**config.mk**
```make
export PLATFORM = sky130hd
export DESIGN_NAME = pipelined_adder
export DESIGN_NICKNAME = d
export VERILOG_FILES = /design/src/rtl/adder_pkg.sv /design/src/rtl/adder_stage.sv /design/src/rtl/pipelined_adder.sv
export SDC_FILE = /design/constraint.sdc
export NUM_CORES = 1
export LEC_CHECK = 0
export BUFFER_PORTS_ARGS = -buffer_cell sky130_fd_sc_hd__clkbuf_2
export CAP_MARGIN = 20
export CELL_PAD_IN_SITES_DETAIL_PLACEMENT = 1
export CELL_PAD_IN_SITES_GLOBAL_PLACEMENT = 2
export CORE_MARGIN = 10
export CORE_UTILIZATION = 40
export CTS_BUF_LIST = sky130_fd_sc_hd__clkbuf_8
export DETAILED_ROUTE_END_ITERATION = 10
export GPL_TIMING_DRIVEN = 0
export HOLD_SLACK_MARGIN = 0.05
export PLACE_DENSITY = 0.85
export SETUP_SLACK_MARGIN = 0.3
export SYNTH_ARGS = -nofsm -noshare
export SYNTH_HDL_FRONTEND = slang
export SYNTH_HIERARCHICAL = 1
export SYNTH_SLANG_ARGS = --single-unit
```
**constraint.sdc**
```tcl
create_clock -name clk -period 4.81 [get_ports clk]
set_clock_uncertainty 0.15 [all_clocks]
set_input_delay 1.443 -clock clk [delete_from_list [all_inputs] [get_ports clk]]
set_output_delay 1.443 -clock clk [all_outputs]
set_load 0.1 [all_outputs]
```
**src/rtl/adder_pkg.sv**
```systemverilog
// Shared constants and sizing helpers for the pipelined add/subtract unit.
package adder_pkg;

    localparam int DEFAULT_WIDTH  = 32;
    localparam int DEFAULT_STAGES = 4;

    function automatic int chunk_w(input int width, input int stages);
        return width / stages;
    endfunction

    // valid + sub + carry, then a_rem, b_rem and sum_done, each WIDTH bits
    function automatic int payload_w(input int width);
        return 3 + 3 * width;
    endfunction

endpackage

```
**src/rtl/adder_stage.sv**
```systemverilog
// One carry chunk of the pipelined adder: adds its slice and registers the payload.
module adder_stage
    import adder_pkg::*;
#(
    parameter int WIDTH  = DEFAULT_WIDTH,
    parameter int STAGES = DEFAULT_STAGES,
    parameter int IDX    = 0
) (
    input  logic                         clk,
    input  logic                         rst,
    input  logic                         en_i,
    input  logic [payload_w(WIDTH)-1:0]  payload_i,
    output logic [payload_w(WIDTH)-1:0]  payload_o
);

    localparam int CHUNK = chunk_w(WIDTH, STAGES);
    localparam int LO    = IDX * CHUNK;

    typedef struct packed {
        logic             valid;
        logic             sub;
        logic             carry;
        logic [WIDTH-1:0] a_rem;
        logic [WIDTH-1:0] b_rem;
        logic [WIDTH-1:0] sum_done;
    } payload_t;

    payload_t         payload_in;
    payload_t         payload_d;
    payload_t         payload_q;
    logic [CHUNK:0]   chunkSum;

    // Bubbles are zeroed here so downstream outputs read zero without extra muxing.
    always_comb begin
        payload_in = payload_t'(payload_i);
        payload_d  = '0;
        chunkSum   = {1'b0, payload_in.a_rem[LO +: CHUNK]}
                   + {1'b0, payload_in.b_rem[LO +: CHUNK]}
                   + (CHUNK + 1)'(payload_in.carry);
        if (payload_in.valid) begin
            payload_d                      = payload_in;
            payload_d.carry                = chunkSum[CHUNK];
            payload_d.sum_done[LO +: CHUNK] = chunkSum[CHUNK-1:0];
        end
    end

    always_ff @(posedge clk or posedge rst) begin
        if (rst) begin
            payload_q <= '0;
        end else if (en_i) begin
            payload_q <= payload_d;
        end
    end

    assign payload_o = payload_q;

endmodule

```
**src/rtl/pipelined_adder.sv**
```systemverilog
// Parametrised pipelined add/subtract unit with valid/ready handshake and overflow flag.
module pipelined_adder
    import adder_pkg::*;
#(
    parameter int WIDTH  = DEFAULT_WIDTH,
    parameter int STAGES = DEFAULT_STAGES
) (
    input  logic             clk,
    input  logic             rst,
    input  logic             in_valid,
    output logic             in_ready,
    input  logic [WIDTH-1:0] a,
    input  logic [WIDTH-1:0] b,
    input  logic             cin,
    input  logic             sub,
    output logic             out_valid,
    input  logic             out_ready,
    output logic [WIDTH-1:0] sum,
    output logic             cout,
    output logic             ovf
);

    if ((WIDTH < 2) || (STAGES < 1) || ((WIDTH % STAGES) != 0)) begin : gBadParams
        $error("pipelined_adder: WIDTH must be >= 2 and a multiple of STAGES");
    end

    typedef struct packed {
        logic             valid;
        logic             sub;
        logic             carry;
        logic [WIDTH-1:0] a_rem;
        logic [WIDTH-1:0] b_rem;
        logic [WIDTH-1:0] sum_done;
    } payload_t;

    // pipe[k] feeds stage k; pipe[STAGES] is the last stage register, i.e. the output.
    payload_t pipe [STAGES+1];
    logic     adv;

    assign adv      = !out_valid || out_ready;
    assign in_ready = adv;

    always_comb begin
        pipe[0]          = '0;
        pipe[0].valid    = in_valid;
        pipe[0].sub      = sub;
        pipe[0].carry    = cin;
        pipe[0].a_rem    = a;
        pipe[0].b_rem    = sub ? ~b : b;
        pipe[0].sum_done = '0;
    end

    for (genvar k = 0; k < STAGES; k++) begin : gStage
        adder_stage #(
            .WIDTH  (WIDTH),
            .STAGES (STAGES),
            .IDX    (k)
        ) u_stage (
            .clk       (clk),
            .rst       (rst),
            .en_i      (adv),
            .payload_i (pipe[k]),
            .payload_o (pipe[k+1])
        );
    end

    // Carry into the MSB is recovered from the MSB sum bit and its operands.
    assign out_valid = pipe[STAGES].valid;
    assign sum       = pipe[STAGES].sum_done;
    assign cout      = pipe[STAGES].carry;
    assign ovf       = pipe[STAGES].a_rem[WIDTH-1] ^ pipe[STAGES].b_rem[WIDTH-1]
                     ^ pipe[STAGES].sum_done[WIDTH-1] ^ pipe[STAGES].carry;

endmodule

```
Yosys cells after proc, flatten, opt, wreduce, memory -nomap -nowiden
Index checks and enable logic that the tools add are counted.
{"block": "op_classes", "addsub": 8, "bitwise_logic": 4, "order_cmp": 0, "n_eq_ne": 0, "mul": 0, "n_div": 0, "reduce_logical": 2, "mux": 5, "n_shift": 0}
{"operator": "99-bit two-way mux", "count": 4}
{"operator": "8-bit by 8-bit adder with 9-bit output", "count": 4}
{"operator": "9-bit by 1-bit adder with 9-bit output", "count": 4}
{"operator": "32-bit two-way mux", "count": 1}
{"operator": "32-bit inverter", "count": 1}
{"operator": "1-bit XOR", "count": 3}
{"operator": "1-bit zero test", "count": 1}
{"operator": "1-bit logical OR", "count": 1}
{"block": "totals", "latchBits": 0, "elab_cells": 42, "regBits": 387, "n_memories": 0, "rom_bits": 0, "inputBits": 70, "out_inout_bits": 36, "mem_bits_rw": 0}

Logic depth before layout (Yosys ltp)
Gate-level depths: netlist of the first run.
{"block": "logic_depth", "depth_word": 5, "depth_mapped": 9, "mapped_depth_nobuf": 7}

Hierarchy
Netlist of the first run, hierarchy kept.
{"mod": "adder_stage at gStage[1].u_stage ...", "area_each_um2": 3813.7, "n_inst": 2, "cells_per_inst": 265}
{"mod": "adder_stage at gStage[0].u_stage", "area_each_um2": 3833.7, "n_inst": 1, "cells_per_inst": 267}
{"mod": "adder_stage at gStage[3].u_stage", "area_each_um2": 3826.2, "n_inst": 1, "cells_per_inst": 267}
{"mod": "pipelined_adder", "area_each_um2": 387.9, "n_inst": 1, "cells_per_inst": 41}

Worst setup path after synthesis of the first run
Ideal clock, no wire load.
{"block": "synth_path", "kind": "register to output", "from": "register gStage[3].u_stage.payload_q, in the netlist gStage[3].u_stage/payload_o[31]", "to": "output port ovf", "stages_incl_launch_ff": 3, "required_ps": 3217, "path_slack_ps": 487, "t_arrival_ps": 2730, "cell_sequence": "dfrtp_1 xor2_1 xnor2_1"}
{"block": "synth_via", "elab_chain_cells": 2}
{"item": "start: declaration", "line": "adder_stage.sv:30", "source": "payload_t payload_q;"}
{"item": "start signal: assignment", "line": "adder_stage.sv:51", "source": "payload_q <= payload_d;"}
{"item": "1-bit XOR (2 in series)", "line": "pipelined_adder.sv:72", "source": "^ pipe[STAGES].sum_done[WIDTH-1] ^ pipe[STAGES].carry;"}
{"item": "end: declaration", "line": "pipelined_adder.sv:20", "source": "output logic ovf"}
No other way between the ends.

Worst setup path in the final report of the first run
{"block": "layout_path", "from": "input port out_ready", "to": "output port in_ready"}
{"block": "layout_via", "elab_chain_cells": 1}
{"item": "start: declaration", "line": "pipelined_adder.sv:17", "source": "input logic out_ready,"}
{"item": "1-bit logical OR", "line": "pipelined_adder.sv:40", "source": "assign adv = !out_valid || out_ready;"}
{"item": "end: declaration", "line": "pipelined_adder.sv:11", "source": "output logic in_ready,"}
No other way between the ends.

==> summary.txt, run 1 <==
Global route
  – GRT Util Overall: 16.65%
  – Global-route wire length before repair: 35680 um
  – Initial antenna violation count: 0
  – Pin count of the biggest net entering global routing: 37
  – Number of global-route vias before repair: 6650
  – Gr ovfl total: 0

Finish
  – Area of the multi-input gates: 3398 sq um
  – Nets: 891
  – Number of flip-flops under the largest register name: 186
  – Syn-to-layout area delta: 16.08%
  – Antenna Cells: 0
  – Sequential cell area: 4654 sq um
  – Cell area after layout: 9821 sq um
  – Share of cells above drive strength 1: 25.19%
  – Total of fill cells in the finished design: 2192

STA
  – Post-layout min period: 4.195 ns
  – Max-slew headroom: 45.27%
  – Fin. Hold Viols: 0
  – Final setup viols: 0
  – Fmax: 238.4 MHz
  – Final critical-path share of the clock period: 87.21%
  – RSZ-0062 raised after global routing: no
  – Max Slew Vio Count: 0
  – Worst Max-Slew Pin Slew: 0.8198 ns
  – Post-route setup TNS: 0 ns

Setup path
  – Crit path to: in_ready
  – End of the worst register-to-register path: gStage[3].u_stage/payload_o[96]
  – Worst EP required: 3.22 ns
  – R2r startpoint: gStage[2].u_stage/payload_o[56]
  – Crit start category: input pin
  – CP Max Fanout: 21
  – Worst Setup SP: out_ready
  – R2r worst-path depth: 6
  – Worst Setup End Kind: output pin
  – R2R setup slack: 2.35 ns
  – Worst Path Class, Setup: input pin to output pin
  – Worst Path Arrival: 2.60 ns

Pwr
  – Peak VDD IR: 0.0002551 V
  – Psw: 2.131 mW
  – Lkg Pwr: 5.021 nW
  – Gate power share: 36.1%
  – Seq pwr share: 42.6%
  – P_int: 2.908 mW
  – PD cells: 513.0 nW/um^2
  – Sw Ratio: 42.29%
  – Clk pwr share: 21.4%

Synth
  – Yosys warnings: 6
  – Post-Synthesis Cells: 659
  – Syn nets: 765
  – Post-Syn Area: 8461 sq um
  – Mean post-synth cell area: 12.84 sq um

CTS
  – TritonCTS buffer count: 17
  – Post CTS Setup Buffer Count: 0
  – CTS Sinks: 186
  – # hold bufs at CTS: 0
  – H-tree depth: 4
  – CTS tree: yes
  – Clock tree buffer depth: 2
  – CTS root buf: clkbuf_8
  – Skew-Pair Late Insertion Delay: 0.48 ns
  – Post-CTS Resized: 1
  – CTS clk-pin slew, worst paths: 0.10 ns

Floorplan
  – Chip Width: 165.4 um
  – I/O pins: 106
  – Die Y: 165.4 um
  – Core area: 20890 sq um
  – Initial Util: 40.50%
  – Cell Rows: 53
  – Die area: 27370 sq um

Detailed routing
  – First-pass iteration count of the detailed router: 4
  – Vias per cell: 5.558
  – WL per Instance: 20.80 um
  – DRT antenna net count: 0
  – Final wirelength: 22310 um
  – Via count: 5964
  – Detailed Route Iter0 Violations: 271
  – Residual DRC count: 0

Outcome
  – Outcome: complete, no violations

Placed design
  – Dpl hpwl: 17280 um
  – PortBufs: 104
  – Placed cell areas: 9393 sq um
  – Gp weighted congestion: 0.7983

Min path
  – Min-delay worst type: register to register

Run
  – Maxcap violations: 0
[layout by cell type, fill, tap and decap left out, drive strengths merged, types with 8 or more instances in the layout]
cell and n:
ha 28, clkbuf 140, o21ai 16, dfrtp 186, a22o 157, xor2 37, inv 19, nand2 13
a211oi 8, buf 47, fa 8, a21oi 12, a21o 12
[worst min path at each step]
stage / from / end / slack, ns / cells after the start
final: gStage[3].u_stage/payload_o[27] / gStage[3].u_stage/payload_o[27] / 0.36 / 1
after global routing: gStage[3].u_stage/payload_o[27] / gStage[3].u_stage/payload_o[27] / 0.38 / 1
after CTS: gStage[1].u_stage/payload_o[60] / gStage[2].u_stage/payload_o[60] / 0.36 / 1
after detailed placement: gStage[0].u_stage/payload_o[86] / gStage[1].u_stage/payload_o[86] / 0.33 / 1
after global placement: gStage[1].u_stage/payload_o[11] / gStage[1].u_stage/payload_o[11] / 0.33 / 1
after floorplan: gStage[1].u_stage/payload_o[11] / gStage[1].u_stage/payload_o[11] / 0.31 / 1
[layer usage]
metal	share of wire (%)	vias up	GRT usage, %
met5	0	-	0
met4	1.3	0	4.669
met3	3.8	19	3.991
met2	51	113	28.55
met1	44	3077	20.49
li1	-	2755	-
[critical path, stage by stage]
cell      delay (ns)
clkbuf_2        0.07
nand2b_2        0.51
clkbuf_2        0.57
[layout make-up]
cell class | count | share of cell area (%)
Inverter | 11 | 0.4204
Buffer | 63 | 3.758
Clock buffer | 17 | 2.382
Timing Repair Buffer | 107 | 5.988
Multi-Input combinational cell | 399 | 34.60
Tap cell | 275 | 3.504
Sequential cell | 186 | 47.39
Clock inverter | 15 | 1.949
[per-stage QoR]
step / total power [mW] / util (%) / setup WS, ns / hold WS [ns] / instances
3_5_place_dp: 4.003 / 44.97 / 0.1902 / 0.3348 / 1041
3_3_place_gp: 3.915 / 44.64 / 0.2264 / 0.3251 / 1038
2_1_floorplan: 3.484 / - / 0.4873 / 0.3056 / 659
4_1_cts: 5.088 / 47.01 / 0.6051 / 0.3573 / 1073
5_1_grt: 5.330 / 47.01 / 0.5705 / 0.3769 / 1073
6_report: 5.038 / 47.01 / 0.6151 / 0.3567 / 1073
[power by group through the flow]
stage          sequential (mW)  combinational, mW  clock (mW)
6_report                  2.14               1.82        1.08
5_1_grt                   2.19               1.97        1.17
4_1_cts                   2.15               1.83        1.11
3_5_place_dp              2.18               1.82           0
3_3_place_gp              2.17               1.75           0
2_1_floorplan             2.46               1.02           0
(Power assumes the default switching activity.)
==> inputs of run 2 (changes only) <==
- ABC_AREA: not set -> 1
- PLACE_DENSITY: 0.85 -> 0.87
==> run 2 against run 1 <==
Global-route usage fell by 1.5 points. Non-clock buffer count grew 2. Total power fell by 4.0%. Routed wire length down 7.6%. Hold slack worse by 0.016 ns. Synthesized cell count rose by 19%. Combinational power decreased by 6%. Largest cell class unchanged. Highest routed layer unchanged.
==> summary.txt, run 2 <==
Finish
  – Antenna Cells: 0
  – Finished Layout Cells: 1197
  – Sequential cell area: 4654 sq um
  – Total of fill cells in the finished design: 2421
  – Most frequent cells in the layout: dfrtp_1 (186), nand2_1 (157), a22o_1 (154), clkbuf_2 (104), buf_2 (36)
  – Syn-to-layout area delta: 14.83%
  – Nets: 1015
  – Share of cells above drive strength 1: 23.21%
  – Area of the multi-input gates: 3266 sq um
  – Commonest non-fill, non-tap cell in the layout: dfrtp_1
  – Number of flip-flops under the largest register name: 186

Setup path
  – Crit start category: input pin
  – CP Max Fanout: 9
  – Worst Path Class, Setup: input pin to output pin
  – Worst Path Arrival: 2.63 ns
  – Worst Setup SP: out_ready
  – Crit path to: in_ready
  – Worst EP required: 3.22 ns
  – End of the worst register-to-register path: gStage[1].u_stage/payload_o[96]
  – Worst Setup End Kind: output pin
  – R2r startpoint: gStage[0].u_stage/payload_o[40]
  – R2R setup slack: 2.64 ns
  – R2r worst-path depth: 8

CTS
  – Skew-Pair Late Insertion Delay: 0.47 ns
  – Clock tree buffer depth: 2
  – CTS root buf: clkbuf_8
  – CTS tree: yes
  – H-tree depth: 4
  – # hold bufs at CTS: 0
  – CTS Sinks: 186
  – TritonCTS buffer count: 17
  – Post CTS Setup Buffer Count: 0
  – CTS clk-pin slew, worst paths: 0.10 ns
  – Post-CTS Resized: 0

Global route
  – Grt met1 use: 19.68%
  – Met2 Usage GRT: 24.83%
  – GRT Util Overall: 15.11%
  – Met3 Usage GRT: 3.201%
  – Initial antenna violation count: 0
  – Pin count of the biggest net entering global routing: 43
  – Number of global-route vias before repair: 6410
  – GRT Max-Usage Layer: met2
  – Global-route wire length before repair: 34420 um
  – Gr ovfl total: 0

Placed design
  – Gp weighted congestion: 0.8013
  – Post-Place Worst Slack: 0.5813 ns
  – DP Cell Count: 1165
  – PortBufs: 104
  – Dpl hpwl: 16540 um

Synth
  – Post-Synthesis Cells: 784
  – Yosys warnings: 6
  – Post-Syn Area: 8599 sq um
  – Syn nets: 890
  – Mean post-synth cell area: 10.97 sq um

STA
  – Setup WS post-layout: 0.5918 ns
  – Final critical-path share of the clock period: 87.70%
  – Fmax: 237.1 MHz
  – Hold WS: 0.3411 ns
  – Final setup viols: 0
  – Post-layout min period: 4.218 ns
  – Fin. Hold Viols: 0
  – Worst Max-Slew Pin Slew: 0.8679 ns
  – Post-route setup TNS: 0 ns
  – RSZ-0062 raised after global routing: no
  – Max-slew headroom: 42.14%
  – Max Slew Vio Count: 0

Detailed routing
  – Vias per cell: 4.966
  – Detailed Route Iter0 Violations: 245
  – Via count: 5944
  – First-pass iteration count of the detailed router: 4
  – Final wirelength: 20620 um
  – Residual DRC count: 0
  – DRT antenna net count: 0
  – WL per Instance: 17.23 um

Floorplan
  – Core area: 21090 sq um
  – Chip Width: 166.6 um
  – Cell Rows: 53
  – Initial Util: 40.78%
  – I/O pins: 106
  – Die area: 27760 sq um
  – Die Y: 166.6 um

Pwr
  – PD cells: 489.7 nW/um^2
  – Peak VDD IR: 0.0002039 V
  – Lkg Pwr: 5.360 nW

Min path
  – Min-delay worst type: register to register
  – HP Start: gStage[3].u_stage/payload_o[30]

Outcome
  – Outcome: complete, no violations

Run
  – Maxcap violations: 0
-- run 2: cell count changes in the layout (fill, tap and decap cells not counted), moves of 8 or more --
| cell | previous run | this run |
|---|---|---|
| a21o_1 | 9 | 0 |
| clkbuf_1 | 19 | 5 |
| inv_1 | 4 | 35 |
| nand2_1 | 13 | 157 |
| nor2_1 | 6 | 26 |
| buf_6 | 2 | 22 |
| buf_4 | 8 | 0 |
| nand3_1 | 6 | 29 |
-- run 2: layer usage --
| layer | up-vias | share of wire [%] |
|---|---|---|
| met2 | 97 | 48 |
| li1 | 2955 | - |
| met1 | 2875 | 48 |
| met3 | 17 | 3.1 |
| met4 | 0 | 1.2 |
| met5 | - | 0 |
-- run 2: critical path: stages --
cell      delay [ns]
clkbuf_2        0.08
inv_1           0.03
nand2_1         0.50
clkbuf_2        0.58
-- run 2: worst min path at each step --
stage	endpoint	slack [ns]	cells past startpoint
6_report	gStage[3].u_stage/payload_o[30]	0.34	2
3_3_place_gp	gStage[3].u_stage/payload_o[30]	0.31	2
3_5_place_dp	gStage[3].u_stage/payload_o[29]	0.32	2
4_1_cts	gStage[2].u_stage/payload_o[20]	0.34	2
5_1_grt	gStage[3].u_stage/payload_o[23]	0.37	1
2_1_floorplan	gStage[0].u_stage/payload_o[4]	0.30	2
-- run 2: final cells by class --
cell class                      count  area share [%]
Clock inverter                     13           1.102
Clock buffer                       19           2.648
Timing Repair Buffer              106           5.677
Sequential cell                   186           47.14
Buffer                             66           5.132
Inverter                           46           1.749
Multi-Input combinational cell    486           33.07
Tap cell                          275           3.485
-- run 2: power by group --
part / switching (mW) / total [mW] / internal (mW)
combinational: 1.12 / 1.71 / 0.591
sequential: 0.251 / 2.14 / 1.89
clock: 0.583 / 0.983 / 0.400
total: 1.95 / 4.84 / 2.88
-- run 2: metrics by stage --
stage	utilization [%]	total power, mW	instance area [sq um]
after floorplan	-	3.433	8600
after global placement	44.88	3.847	9464
after detailed placement	45.07	3.906	9504
after CTS	46.83	4.900	9874
after global routing	46.83	5.158	9874
final	46.83	4.836	9874
==> inputs of run 3 (changes only) <==
- CORE_UTILIZATION: 40 -> 30
- PLACE_DENSITY: 0.87 -> 0.71
==> run 3 against run 2 <==
Count of clock-buffer cells in the layout grew 1. Total power grew 4.5%. Sequential share of layout area shrank 1.0 points. Critical path type unchanged.
==> summary.txt, run 3 (same netlist as run 2, synthesis figures left out) <==
Outcome
  – Outcome: complete, no violations

Finish
  – Share of cells above drive strength 1: 23.32%
  – Commonest non-fill, non-tap cell in the layout: dfrtp_1
  – Syn-to-layout area delta: 17.36%
  – Final core occ: 36.03%
  – Total of fill cells in the finished design: 3174
  – Nets: 1015
  – Number of flip-flops under the largest register name: 186
  – Most frequent cells in the layout: dfrtp_1 (186), nand2_1 (157), a22o_1 (154), clkbuf_2 (104), buf_2 (36)
  – Finished Layout Cells: 1300
  – Cell area after layout: 10090 sq um
  – Antenna Cells: 0

STA
  – Setup WS post-layout: 0.6181 ns
  – Fmax: 238.6 MHz
  – Max Slew Vio Count: 0
  – Worst Max-Slew Pin Slew: 0.8945 ns
  – Final setup viols: 0
  – Fin. Hold Viols: 0
  – Post-layout min period: 4.192 ns
  – Post-route setup TNS: 0 ns
  – Max-slew headroom: 40.28%
  – Final critical-path share of the clock period: 87.15%
  – RSZ-0062 raised after global routing: no
  – Hold WS: 0.3411 ns

CTS
  – Post CTS Setup Buffer Count: 0
  – CTS Sinks: 186
  – CTS root buf: clkbuf_8
  – Skew-Pair Late Insertion Delay: 0.46 ns
  – CTS tree: yes
  – Clock tree buffer depth: 2
  – # hold bufs at CTS: 0
  – TritonCTS buffer count: 17
  – CTS clk-pin slew, worst paths: 0.09 ns
  – Post-CTS Resized: 0
  – H-tree depth: 4

Detailed routing
  – Via count: 5930
  – Vias per cell: 4.562
  – First-pass iteration count of the detailed router: 4
  – Final wirelength: 22420 um
  – WL per Instance: 17.24 um
  – Detailed Route Iter0 Violations: 244
  – Residual DRC count: 0
  – DRT antenna net count: 0

Setup path
  – End of the worst register-to-register path: gStage[2].u_stage/payload_o[96]
  – Worst Setup SP: out_ready
  – R2r startpoint: gStage[1].u_stage/payload_o[48]
  – Worst Setup End Kind: output pin
  – Crit path cell chain: clkbuf_2 -> inv_1 -> nand2_1 -> clkbuf_2
  – Most repeated library cell on the critical path: clkbuf_2
  – Worst Path Class, Setup: input pin to output pin
  – R2r worst-path depth: 8
  – CP Max Fanout: 9
  – Crit start category: input pin
  – R2R setup slack: 2.57 ns
  – Max incr delay on CP: 0.57 ns
  – Worst EP required: 3.22 ns
  – Crit path to: in_ready
  – Slowest-stage cell, CP: clkbuf_2
  – Worst Path Arrival: 2.60 ns

Pwr
  – P_int: 3.097 mW
  – PD cells: 500.8 nW/um^2
  – Clk pwr share: 23.4%
  – Gate power share: 34.3%
  – Peak VDD IR: 0.0001911 V
  – Power Total: 5.054 mW
  – Psw: 1.957 mW
  – Seq pwr share: 42.3%
  – Sw Ratio: 38.72%
  – Lkg Pwr: 5.393 nW

Placed design
  – Dpl hpwl: 18010 um
  – PortBufs: 104
  – DP Cell Count: 1268
  – Placed cell areas: 9633 sq um
  – Gp weighted congestion: 0.7801
  – Post-Place Worst Slack: 0.6026 ns

Global route
  – Number of global-route vias before repair: 6358
  – Initial antenna violation count: 0
  – Gr ovfl total: 0
  – GRT Util Overall: 12.78%
  – Pin count of the biggest net entering global routing: 43
  – Global-route wire length before repair: 36400 um

Min path
  – Min-delay worst type: register to register

Floorplan
  – Initial Util: 30.70%
  – Core area: 28010 sq um
  – Die area: 35840 sq um
  – I/O pins: 106
  – Die Y: 189.3 um
  – Cell Rows: 61
  – Chip Width: 189.3 um

Run
  – Maxcap violations: 0
## run 3: cell types whose count changed in the layout (fill, tap and decap cells not counted)
| cell | previous run | this run |
|---|---|---|
| bufinv_16 | 0 | 4 |
| clkbuf_8 | 19 | 20 |
| clkinv_4 | 3 | 1 |
| clkinvlp_4 | 1 | 2 |
| inv_1 | 35 | 34 |
| inv_6 | 5 | 4 |
| inv_8 | 2 | 0 |
## run 3: per-layer routing
metal	part of all wire [%]	global-route usage, %	up-vias
met5	0	0	-
met4	0.71	3.205	0
met3	2.6	2.683	11
met2	49	21.36	74
met1	48	16.47	2890
li1	-	-	2955
## run 3: power groups by stage
stage	Combinational, mW	Sequential (mW)	Clock [mW]
2_1_floorplan	1.02	2.42	0
3_3_place_gp	1.72	2.17	0
3_5_place_dp	1.76	2.18	0
4_1_cts	1.76	2.15	1.23
5_1_grt	1.91	2.19	1.29
6_report	1.73	2.14	1.19
## run 3: worst min path at each step
| stage | start | endpoint | depth (start not counted) |
|---|---|---|---|
| final | gStage[2].u_stage/payload_o[22] | gStage[2].u_stage/payload_o[22] | 2 |
| after floorplan | gStage[0].u_stage/payload_o[4] | gStage[0].u_stage/payload_o[4] | 2 |
| after global placement | gStage[0].u_stage/payload_o[4] | gStage[0].u_stage/payload_o[4] | 2 |
| after CTS | gStage[0].u_stage/payload_o[7] | gStage[0].u_stage/payload_o[7] | 2 |
| after detailed placement | gStage[2].u_stage/payload_o[22] | gStage[2].u_stage/payload_o[22] | 2 |
| after global routing | gStage[1].u_stage/payload_o[12] | gStage[2].u_stage/payload_o[12] | 1 |
## run 3: worst max-delay path, delay by kind of cell
| kind | cells | cell delay, ns |
|---|---|---|
| buf+inv | 3 | 0.68 |
| simple gates | 1 | 0.47 |
## run 3: cell type report
cell class                      instances  area [sq um]  share of cell area, %
Multi-Input combinational cell        486          3266                  32.36
Clock inverter                         12         183.9                  1.822
Tap cell                              378         473.0                  4.686
Inverter                               46         172.7                  1.711
Buffer                                 66         506.7                  5.021
Sequential cell                       186          4654                  46.12
Clock buffer                           20         275.3                  2.727
Timing Repair Buffer                  106         560.5                  5.554
